## config.mk

```make
export PLATFORM = sky130hd
export DESIGN_NAME = scan_top
export DESIGN_NICKNAME = d
export VERILOG_FILES = /design/src/rtl/scan_top.sv
export SDC_FILE = /design/constraint.sdc
export NUM_CORES = 1
export LEC_CHECK = 0
export CORE_MARGIN = 2
export CORE_UTILIZATION = 26
export CTS_BUF_LIST = sky130_fd_sc_hd__clkbuf_4
export CTS_CLUSTER_DIAMETER = 50
export DETAILED_ROUTE_END_ITERATION = 8
export SYNTH_ARGS = -nofsm -noshare
export SYNTH_HDL_FRONTEND = slang
export SYNTH_SLANG_ARGS = --single-unit
```

## constraint.sdc

```tcl
create_clock -name clk_sys -period 3.99 [get_ports clk_sys]
set_input_delay 0.399 -clock clk_sys [delete_from_list [all_inputs] [get_ports clk_sys]]
set_output_delay 0.399 -clock clk_sys [all_outputs]
set_load 0.02 [all_outputs]
```

## src/rtl/scan_top.sv

```systemverilog
// -----------------------------------------------------------------------------
// scan_top -- scan-sequence controller for the NMR acquisition front end.
//
// A bank of NREG timing registers is written from the host bus through an
// auto-incrementing load pointer. A rising edge on scanstart plays one scan:
//   DDS -> { RT -> DUMP -> ACQ } x N_ECHO -> DONE -> IDLE
// Each phase length comes from its register. A register value of 0 is
// treated as 1.
//
// Ports
//   clk_sys      in   system clock, rising edge
//   scanrst      in   synchronous active-high reset
//   scanstart    in   start request (rising edge detected internally)
//   scanload     in   load strobe: reg[ptr] <= datain, ptr++ (IDLE only)
//   scanchoice   in   0 = normal acquisition, 1 = calibration (latched at start)
//   datain       in   register load data
//   interrupt    out  one-cycle pulse at end of scan
//   dds_conf     out  DDS phase
//   rt_sw        out  RT phase
//   dumpon_ctr   out  DUMP phase
//   dumpoff_ctr  out  ACQ phase
//   s_acq        out  ACQ phase
//   sw_acq1      out  ACQ phase, normal mode
//   sw_acq2      out  ACQ phase, calibration mode
//   calctrl      out  whole scan, calibration mode
//   soft_d       out  busy, DDS through DONE
// -----------------------------------------------------------------------------
module scan_top #(
  parameter int W    = 16,
  parameter int NREG = 5
) (
  input  logic         clk_sys,
  input  logic         scanrst,
  input  logic         scanstart,
  input  logic         scanload,
  input  logic         scanchoice,
  input  logic [W-1:0] datain,
  output logic         interrupt,
  output logic         dds_conf,
  output logic         rt_sw,
  output logic         dumpon_ctr,
  output logic         dumpoff_ctr,
  output logic         s_acq,
  output logic         sw_acq1,
  output logic         sw_acq2,
  output logic         calctrl,
  output logic         soft_d
);

  localparam int PTR_W = $clog2(NREG);

  typedef enum logic [2:0] {
    S_IDLE = 3'd0,
    S_DDS  = 3'd1,
    S_RT   = 3'd2,
    S_DUMP = 3'd3,
    S_ACQ  = 3'd4,
    S_DONE = 3'd5
  } state_t;

  state_t           state_q, state_d;
  logic [W-1:0]     cnt_q, cnt_d;
  logic [W-1:0]     echo_q, echo_d;
  logic             choice_q, choice_d;
  logic             scanstart_q;
  logic [PTR_W-1:0] ptr_q;
  logic [W-1:0]     regs_q [NREG];

  logic start_pulse;
  logic load_en;

  assign start_pulse = scanstart & ~scanstart_q;
  assign load_en     = scanload & (state_q == S_IDLE);

  // ---------------------------------------------------------------------------
  // Timing register bank and load pointer
  // ---------------------------------------------------------------------------
  for (genvar gi = 0; gi < NREG; gi++) begin : g_reg
    always_ff @(posedge clk_sys) begin
      if (scanrst) begin
        regs_q[gi] <= W'(1);
      end else if (load_en && (ptr_q == PTR_W'(gi))) begin
        regs_q[gi] <= datain;
      end
    end
  end

  always_ff @(posedge clk_sys) begin
    if (scanrst) begin
      ptr_q       <= '0;
      scanstart_q <= 1'b0;
    end else begin
      scanstart_q <= scanstart;
      if (load_en) begin
        ptr_q <= (ptr_q == PTR_W'(NREG - 1)) ? '0 : ptr_q + PTR_W'(1);
      end
    end
  end

  // Zero-valued registers behave as 1 so every phase lasts at least a cycle.
  function automatic logic [W-1:0] eff_len(input logic [W-1:0] v);
    return (v == '0) ? W'(1) : v;
  endfunction

  logic [W-1:0] t_dds, t_rt, t_dump, t_acq, n_echo;
  assign t_dds  = eff_len(regs_q[0]);
  assign t_rt   = eff_len(regs_q[1]);
  assign t_dump = eff_len(regs_q[2]);
  assign t_acq  = eff_len(regs_q[3]);
  assign n_echo = eff_len(regs_q[4]);

  // ---------------------------------------------------------------------------
  // FSM: state register
  // ---------------------------------------------------------------------------
  always_ff @(posedge clk_sys) begin
    if (scanrst) begin
      state_q  <= S_IDLE;
      cnt_q    <= '0;
      echo_q   <= '0;
      choice_q <= 1'b0;
    end else begin
      state_q  <= state_d;
      cnt_q    <= cnt_d;
      echo_q   <= echo_d;
      choice_q <= choice_d;
    end
  end

  // ---------------------------------------------------------------------------
  // FSM: next state. cnt_q holds the cycles remaining in the current phase,
  // loaded at phase entry, so a phase ends when it reaches 1.
  // ---------------------------------------------------------------------------
  logic last_cycle;
  logic more_echoes;
  assign last_cycle  = (cnt_q <= W'(1));
  // Widened compare keeps echo_q + 1 from wrapping at the top of the range.
  assign more_echoes = (({1'b0, echo_q} + (W + 1)'(1)) < {1'b0, n_echo});

  always_comb begin
    state_d  = state_q;
    cnt_d    = cnt_q;
    echo_d   = echo_q;
    choice_d = choice_q;
    case (state_q)
      S_IDLE: begin
        if (start_pulse) begin
          state_d  = S_DDS;
          cnt_d    = t_dds;
          echo_d   = '0;
          choice_d = scanchoice;
        end
      end
      S_DDS: begin
        if (last_cycle) begin
          state_d = S_RT;
          cnt_d   = t_rt;
        end else begin
          cnt_d = cnt_q - W'(1);
        end
      end
      S_RT: begin
        if (last_cycle) begin
          state_d = S_DUMP;
          cnt_d   = t_dump;
        end else begin
          cnt_d = cnt_q - W'(1);
        end
      end
      S_DUMP: begin
        if (last_cycle) begin
          state_d = S_ACQ;
          cnt_d   = t_acq;
        end else begin
          cnt_d = cnt_q - W'(1);
        end
      end
      S_ACQ: begin
        if (last_cycle) begin
          echo_d = echo_q + W'(1);
          if (more_echoes) begin
            state_d = S_RT;
            cnt_d   = t_rt;
          end else begin
            state_d = S_DONE;
            cnt_d   = '0;
          end
        end else begin
          cnt_d = cnt_q - W'(1);
        end
      end
      S_DONE: begin
        state_d = S_IDLE;
      end
      default: begin
        state_d = S_IDLE;
      end
    endcase
  end

  // ---------------------------------------------------------------------------
  // FSM: output decode from the current state, then registered. This puts the
  // first dds_conf cycle one edge after the start edge is sampled.
  // ---------------------------------------------------------------------------
  logic intr_d, dds_d, rt_d, dump_d, acq_d, sw1_d, sw2_d, cal_d, busy_d;
  logic intr_q, dds_q, rt_q, dump_q, acq_q, sw1_q, sw2_q, cal_q, busy_q;

  always_comb begin
    intr_d = 1'b0;
    dds_d  = 1'b0;
    rt_d   = 1'b0;
    dump_d = 1'b0;
    acq_d  = 1'b0;
    sw1_d  = 1'b0;
    sw2_d  = 1'b0;
    busy_d = (state_q != S_IDLE);
    cal_d  = (state_q != S_IDLE) & choice_q;
    case (state_q)
      S_DDS:  dds_d  = 1'b1;
      S_RT:   rt_d   = 1'b1;
      S_DUMP: dump_d = 1'b1;
      S_ACQ: begin
        acq_d = 1'b1;
        sw1_d = ~choice_q;
        sw2_d = choice_q;
      end
      S_DONE: intr_d = 1'b1;
      default: ;
    endcase
  end

  always_ff @(posedge clk_sys) begin
    if (scanrst) begin
      intr_q <= 1'b0;
      dds_q  <= 1'b0;
      rt_q   <= 1'b0;
      dump_q <= 1'b0;
      acq_q  <= 1'b0;
      sw1_q  <= 1'b0;
      sw2_q  <= 1'b0;
      cal_q  <= 1'b0;
      busy_q <= 1'b0;
    end else begin
      intr_q <= intr_d;
      dds_q  <= dds_d;
      rt_q   <= rt_d;
      dump_q <= dump_d;
      acq_q  <= acq_d;
      sw1_q  <= sw1_d;
      sw2_q  <= sw2_d;
      cal_q  <= cal_d;
      busy_q <= busy_d;
    end
  end

  assign interrupt   = intr_q;
  assign dds_conf    = dds_q;
  assign rt_sw       = rt_q;
  assign dumpon_ctr  = dump_q;
  assign dumpoff_ctr = acq_q;
  assign s_acq       = acq_q;
  assign sw_acq1     = sw1_q;
  assign sw_acq2     = sw2_q;
  assign calctrl     = cal_q;
  assign soft_d      = busy_q;

endmodule

```

## Yosys cells after proc, flatten, opt, wreduce, memory -nomap -nowiden

Memory sizes are Yosys's and may differ from the RTL's.
Index checks and enable logic that the tools add are counted.

| operators by class | value |
|---|---|
| $add $sub $neg | 4 |
| multiply operators | 0 |
| div/mod/pow operators | 0 |
| magnitude comparators | 2 |
| equality and inequality tests | 14 |
| shift-type cells | 0 |
| muxes and demuxes | 50 |
| bitwise logic cells | 11 |
| reductions and logical operators | 20 |

Operator list:

| cell | number |
|---|---|
| 16-bit two-way mux | 18 |
| 16-bit zero test | 5 |
| 16-bit case mux with 5 select lines | 1 |
| 16-bit case mux with 2 select lines | 1 |
| 1-bit two-way mux | 22 |
| 3-bit two-way mux | 7 |
| 16-bit by 1-bit adder with 17-bit output (second input constant) | 1 |
| 17-bit by 16-bit < comparator with 1-bit output | 1 |
| 16-bit by 1-bit adder with 16-bit output (second input constant) | 1 |
| 16-bit by 1-bit less-or-equal comparator with 1-bit output (second input constant) | 1 |
| 16-bit by 1-bit subtractor with 16-bit output (second input constant) | 1 |
| 3-bit case mux with 5 select lines | 1 |
| 3-bit by 2-bit equality test with 1-bit output (second input constant) | 4 |
| 2-bit inequality test (second input constant) | 5 |
| 3-bit equality test (second input constant) | 3 |
| 3-bit by 1-bit equality test with 1-bit output (second input constant) | 2 |
| 3-bit zero test | 2 |
| 1-bit logical AND | 5 |
| 1-bit bitwise OR | 5 |
| 5-bit AND reduction | 1 |
| 5-bit nonzero test | 1 |
| 2-bit AND reduction | 2 |
| 3-bit by 1-bit adder with 3-bit output (second input constant) | 1 |
| 1-bit AND | 3 |
| other kinds (5) | 7 |

| storage, ports and cells | value |
|---|---|
| register bits | 49 |
| bits in latches | 0 |
| memory bits (writable) | 80 |
| bits in read-only memories | 0 |
| bits of input ports | 21 |
| logic and storage cells | 117 |
| memories kept | 1 |

Memories:

| memory | words | bits a word | read ports | clocked after Yosys merged registers in | write ports | line | source |
|---|---|---|---|---|---|---|---|
| regs_q | 5 | 16 | 5 | 0 | 5 | 67 | `logic [W-1:0] regs_q [NREG];` |

## Depth between registers and ports, before layout

Gate-level depths: netlist of the first run.

| logic depth | value |
|---|---|
| depth after elaboration | 7 |
| mapped depth | 14 |
| mapped depth without buffers | 13 |

## Worst setup path after synthesis of the first run

No wires, ideal clock.

| timing | value |
|---|---|
| kind | register -> register |
| from | register echo_q[3] |
| to | register cnt_q[14] |
| library setup time | 0.151 ns |
| arrival | 3.044 ns |
| data required time | 3.839 ns |
| path slack | 0.796 ns |
| cell stages (with the launch flop) | 14 |
| path buffers | 2 |
| clock period less this slack | 3.194 ns |
| cells stage by stage | dfxtp_1 clkbuf_1 nand4_1 or3_1 nor2_1 nand3_1 xnor2_1 ha_1 nand3_1 or2_2 a31oi_1 a211o_1 buf_2 a31oi_1 |

| between the ends | value |
|---|---|
| longest elaborated chain between the ends | 5 |

RTL lines:

| item | line | source |
|---|---|---|
| start: declaration | 63 | `logic [W-1:0] echo_q, echo_d;` |
| start signal: assignment | 124 | `echo_q <= echo_d;` |
| 16-bit by 1-bit adder with 17-bit output | 137 | `assign more_echoes = (({1'b0, echo_q} + (W + 1)'(1)) < {1'b0, n_echo});` |
| 17-bit by 16-bit < comparator with 1-bit output | 137 |  |
| 16-bit two-way mux | 180 | `if (more_echoes) begin` |
| 16-bit two-way mux | 178 | `if (last_cycle) begin` |
| 16-bit case mux with 5 select lines | 144 | `case (state_q)` |
| end signal: assignment | 123 | `cnt_q <= cnt_d;` |
| end: declaration | 62 | `logic [W-1:0] cnt_q, cnt_d;` |

Every way passes these cells.
A chain may end at the register's enable or synchronous reset.

## Final worst setup path of the first run

| timing | value |
|---|---|
| from | register echo_q[0] |
| to | register cnt_q[7] |

Same word-level chain as after synthesis.

==> results.yml, run 1 <==
worst_setup_path:
  r2r_start: "echo_q[0]"
  cp_max_fo: 13
  max_stage_delay_ns: 0.47
  required_ns: 4.42
  critPathLaunchType: "flop"
  critPathLaunch: "echo_q[0]"
  cp_num_buf_inv: 1
  crit_arrival_ns: 3.92
  path_class: "flop to flop"
  cpLargestDelayFamily: "simple AND/OR/NAND/NOR gates"
  crit_slowest_cell: "a211o_1"
  crit_chain: "ha_1, nand2_1, or3_1, nor2_1, nand3_1, xnor2_1, ha_1, nand3_1, or2_2, a31oi_1, buf_4, a211o_1, o32ai_1"
  worstSetupEndpointType: "flop"
global_routing:
  grt_overflow_total: 0
  first_global_vias: 5498
  grtUsageTotal_pct: 14.6
  antenna_found_initial: 1
  grt_first_pass_wirelength_um: 31800
  grt_max_degree: 42
sta:
  setup_slack_ns: 0.506
  worst_slew_pin_slew_ns: 0.981
  period_needed_ns: 3.48
  drv_slew: 0
  fin_crit_sh_pct: 87.3
  rsz0062_at_grt: "no"
  fmax_mhz: 287
  tns_ns: 0
  clock-skew-final_ns: 0.0187
  hold_viol: 0
  setup_viol: 0
  slew_headroom_pct: 34.2
synthesis:
  synth_fa_ha_area_share_pct: 4.07
  synth_seq_area_share_pct: 47.9
  synth_seq_cells: 129
  synth-simple-area-share_pct: 24.3
  synth_area_per_cell_um2: 9.65
  synth_ff_type: "edfxtp_1"
  synthCells: 732
  synth-xor-area-share_pct: 3.10
  synth_cell_types: 68
  synthesis.area_um2: 7060
  synth_nets: 776
  synth_compound_area_share_pct: 14.6
  synth_top_family_by_area: "simple AND/OR/NAND/NOR gates"
  async_reset_ff_share_pct: 0
  synth_edf_count: 80
  synthMuxAreaShare_pct: 2.28
  synth_warnings: 0
floorplan:
  core-area_um2: 26800
  die_area_um2: 28500
  die_width_um: 169
  start_util_pct: 26.4
  die_h_um: 169
  ios: 31
  num_rows: 60
placement:
  port_buffers: 30
  placed_cell_area_um2: 7710
  gp_congestion: 0.845
  hpwlAfterDp_um: 14300
  dp_slack_ns: 0.502
clock_network:
  cts_sinks: 129
  insertion_delay_ns: 0.56
  cts_setup_buffers: 0
  cts_max_level: 4
  clockRootBuffer: "clkbuf_4"
  hold_buffers: 0
  cts-resized-gates: 0
  cts_buffer_depth: 2
  cts_tree: "done"
  cts_buffers: 17
  clk_pin_slew_ns: 0.12
route:
  finalWirelength_um: 20200
  firstDrtPassIters: 5
  drt_iter0_markers: 658
  vias_per_cell: 5.18
  drc: 0
  postRouteAntennaNets: 0
  post_drt_wl_per_cell_um: 18.3
  via_count: 5742
flow_run:
  cap_viol_max_count: 0
worst_hold_path:
  min_path_type: "input pin to flop"
  min_from: "scanrst"
final_layout:
  syn_to_final_growth_pct: 13.2
  layout-drive-gt1-share_pct: 9.00
  fin_area_um2: 8000
  final_cell_mix: "edfxtp_1, nand2_1, and2_1"
  num-nets-final: 798
  final_common_cell: "edfxtp_1"
power_and_ir_drop:
  power_density_nw_per_um2: 454
  p_leak_nw: 2.90
  p_total_mw: 3.63
  ir_drop_v: 0.000167
status:
  status: "finished clean"
[tightest hold or removal path: cells and delay by family]
family          cells  cell delay [ns]
compound gates      1             0.13
buf+inv             3             0.30
[synth_stat cells (4+ instances only)]
cell type	count	area, um2
ha_1	23	288
and3_1	24	150
and2_1	63	394
nand2b_1	9	56.3
a21oi_1	39	195
or3_1	4	25.0
nand3_1	23	115
o21ai_1	4	20.0
a31o_2	10	87.6
a31oi_1	14	87.6
nor3_1	19	95.1
clkbuf_1	26	97.6
nand2_1	79	297
dfxtp_1	49	981
xnor2_1	16	140
nand4_1	13	81.3
edfxtp_1	80	2400
inv_1	24	90.1
mux2i_1	15	150
o21a_1	4	30.0
nor2_1	42	158
o22ai_1	9	56.3
a211oi_1	10	75.1
nor4_1	19	119
a311oi_1	6	52.6
xor2_1	9	78.8
o21ai_0	21	105
nor2b_1	5	31.3
buf_2	7	35.0
o31ai_1	5	37.5
[path summary, 6_finish.rpt]
path | endpoint | slack [ns] | cells after the start
hold / removal | state_q[1] | 0.33 | 4
hold reg to reg | echo_q[1] | 0.49 | 2
setup / recovery | cnt_q[7] | 0.51 | 13
setup reg to reg | cnt_q[7] | 0.51 | 13
[logic make-up after synthesis]
group	count (synthesis)
AOI/OAI and AO/OA	153
xor gates and xnor gates	25
adders and majority gates	23
buffers and inverters	64
DFF	129
muxes	16
and+or+nand+nor	322
[report_power, final]
part | switching, mW | total [mW] | internal, mW
Combinational | 0.673 | 1.03 | 0.361
Clock | 0.555 | 0.941 | 0.386
Sequential | 0.117 | 1.66 | 1.54
[stage by stage]
stage	hold slack [ns]	instances	util (%)
5_1_grt	0.302	1109	29.9
6_report	0.334	1109	29.9
3_3_place_gp	0.460	1076	28.8
3_5_place_dp	0.473	1076	28.8
2_1_floorplan	0.424	732	-
4_1_cts	0.289	1108	29.8
[registers in the layout (all words and copies together) (netlist names), 3 cells and up]
name	count
echo_q	16
regs_q	80
state_q	3
cnt_q	16
ptr_q	3
[area by class of cell]
class                           instances  area [um2]
Sequential cell                       129        3380
Timing Repair Buffer                   42         385
Fill cell                            2774       18800
Inverter                               25        98.8
Antenna cell                            1        2.50
Multi-Input combinational cell        539        3420
Clock buffer                           18         135
Tap cell                              341         427
Clock inverter                         14         153
[layer usage]
layer  vias to the layer above  part of all wire [%]  routed length (um)  track usage [%]
li1                       2737                     -                   -                -
met1                      2737                    46                9280             20.3
met2                       225                    44                8830             22.0
met3                        43                   7.5                1510             3.27
met4                         0                   3.1                 624             6.03
met5                         -                     0                   0                0
(Power assumes the default switching activity.)
==> run 2: changes to the inputs <==
CORE_UTILIZATION = 45   (was 26)
==> run 2 against run 1 <==
Clock skew up 0.0029 ns; clock-buffer cell count up 2; sequential share of layout area is 0.72 points higher; clock power rose by 4.3%; cell count fell by 12%; design area shrank 1.7%; combinational power is essentially flat; utilization increased by 22 points; highest routed layer unchanged; via count up 1.5%; largest power group unchanged; flip-flop and latch count is the same; routed wire length is 3.2% lower; register-to-register slack worse by 0.03 ns.
==> results.yml, run 2 (synthesized netlist as in run 1, its figures left out) <==
clock_network:
  cts_buffer_depth: 2
  cts_sinks: 129
  cts-resized-gates: 0
  cts_max_level: 4
  insertion_delay_ns: 0.55
  clockRootBuffer: "clkbuf_4"
  hold_buffers: 0
  cts_tree: "done"
  clk_pin_slew_ns: 0.13
  cts_setup_buffers: 0
  cts_buffers: 17
worst_setup_path:
  worstSetupEndpointType: "flop"
  crit_arrival_ns: 3.93
  reg2regPathDepth: 13
  r2r_end: "cnt_q[4]"
  cp-endpoint: "cnt_q[4]"
  ff2ff_setup_slack_ns: 0.48
  path_class: "flop to flop"
  critPathLaunchType: "flop"
  cp_max_fo: 13
  r2r_start: "echo_q[0]"
  required_ns: 4.41
  critPathLaunch: "echo_q[0]"
route:
  drt_iter0_markers: 635
  finalWirelength_um: 19600
  drc: 0
  postRouteAntennaNets: 0
  post_drt_wl_per_cell_um: 20.0
  vias_per_cell: 5.95
  top_layer_used: "met4"
  via_count: 5827
  met2_length_um: 8840
  firstDrtPassIters: 5
  wl_met1_um: 9010
  wl_met3_um: 1250
final_layout:
  largest_reg_flops: 80
  seq_area_um2: 3380
  final_common_cell: "edfxtp_1"
  final_core_util_pct: 51.6
  fillers: 1433
  top_register: "regs_q"
  final_cell_mix: "edfxtp_1, nand2_1, and2_1"
  top_regs: "regs_q x80, cnt_q x16, echo_q x16"
  multi_input_area_um2: 3420
  num-nets-final: 798
  layout-drive-gt1-share_pct: 9.00
  syn_to_final_growth_pct: 11.4
sta:
  period_needed_ns: 3.51
  hold_viol: 0
  clock-skew-final_ns: 0.0216
  drv_slew: 0
  rsz0062_at_grt: "no"
  setup_viol: 0
  fmax_mhz: 285
  fin_crit_sh_pct: 88.0
  tns_ns: 0
  worst_slew_pin_slew_ns: 0.952
  slew_headroom_pct: 36.2
power_and_ir_drop:
  seqPwrFrac_pct: 45.3
  p_leak_nw: 2.92
  clkPwrFrac_pct: 26.8
  switching_share_pct: 35.8
  ir_drop_v: 0.000315
  p_int_mw: 2.35
  pwr-share-comb_pct: 27.9
  p_sw_mw: 1.31
  power_density_nw_per_um2: 465
worst_hold_path:
  hold_path_depth: 3
  min_path_type: "input pin to flop"
  min_from: "scanchoice"
floorplan:
  num_rows: 45
  die_area_um2: 16700
  die_width_um: 129
  start_util_pct: 46.3
  ios: 31
  core-area_um2: 15300
  die_h_um: 129
global_routing:
  grtUsageTotal_pct: 24.6
  grt_max_degree: 42
  first_global_vias: 5546
  grt_overflow_total: 0
  antenna_found_initial: 1
  grt_first_pass_wirelength_um: 31100
flow_run:
  cap_viol_max_count: 0
placement:
  hpwlAfterDp_um: 14300
  gp_congestion: 0.881
  port_buffers: 30
status:
  status: "finished clean"
run 2: worst min path at each step:
stage	to	slack, ns
finish	choice_q	0.44
global route	scanstart_q	0.43
CTS	choice_q	0.41
detailed placement	sw_acq1	0.46
global placement	sw_acq1	0.46
floorplan	sw_acq1	0.42
run 2: layout make-up:
cell class	instances	area share [%]
Multi-Input combinational cell	539	43.4
Sequential cell	129	43.0
Timing Repair Buffer	42	4.96
Tap cell	211	3.36
Antenna cell	1	0.0318
Clock buffer	20	1.91
Inverter	25	1.26
Clock inverter	12	2.05
run 2: metal layers:
layer / vias to the layer above / global-route usage (%)
met5: - / 0
met1: 2807 / 34.9
met2: 230 / 38.3
li1: 2751 / -
met4: 0 / 8.31
met3: 39 / 4.42
run 2: through the flow:
step                      hold slack [ns]  instances  setup slack (ns)  area [um2]  total power, mW
after floorplan                     0.424        732             0.796        7060             2.39
after global placement              0.458        946             0.609        7550             2.67
after detailed placement            0.456        946             0.511        7550             2.69
after CTS                           0.413        978             0.490        7860             3.65
after global routing                0.434        979             0.225        7870             3.85
final                               0.439        979             0.480        7870             3.66
run 2: worst max-delay path, cell delays in order, from the launching register on:
cell     delay [ns]
dfxtp_1        0.42
ha_1           0.25
nand2_1        0.11
or3_1          0.43
nor2_1         0.19
nand3_1        0.11
xnor2_1        0.16
ha_1           0.31
nand3_1        0.10
or2_2          0.31
a31oi_1        0.16
buf_4          0.18
a211o_1        0.49
o22ai_1        0.17
run 2: power groups by stage:
stage / registers [mW] / logic (mW) / clock network [mW]
final: 1.66 / 1.02 / 0.981
after floorplan: 1.64 / 0.752 / 0
after global routing: 1.67 / 1.12 / 1.06
after global placement: 1.68 / 0.988 / 0
after detailed placement: 1.69 / 1.00 / 0
after CTS: 1.66 / 1.01 / 0.989
==> run 3: changes to the inputs <==
TNS_END_PERCENT = 50   (was default)
==> results of run 3 <==
Final layout, timing and power as in run 2 (identical DEF).
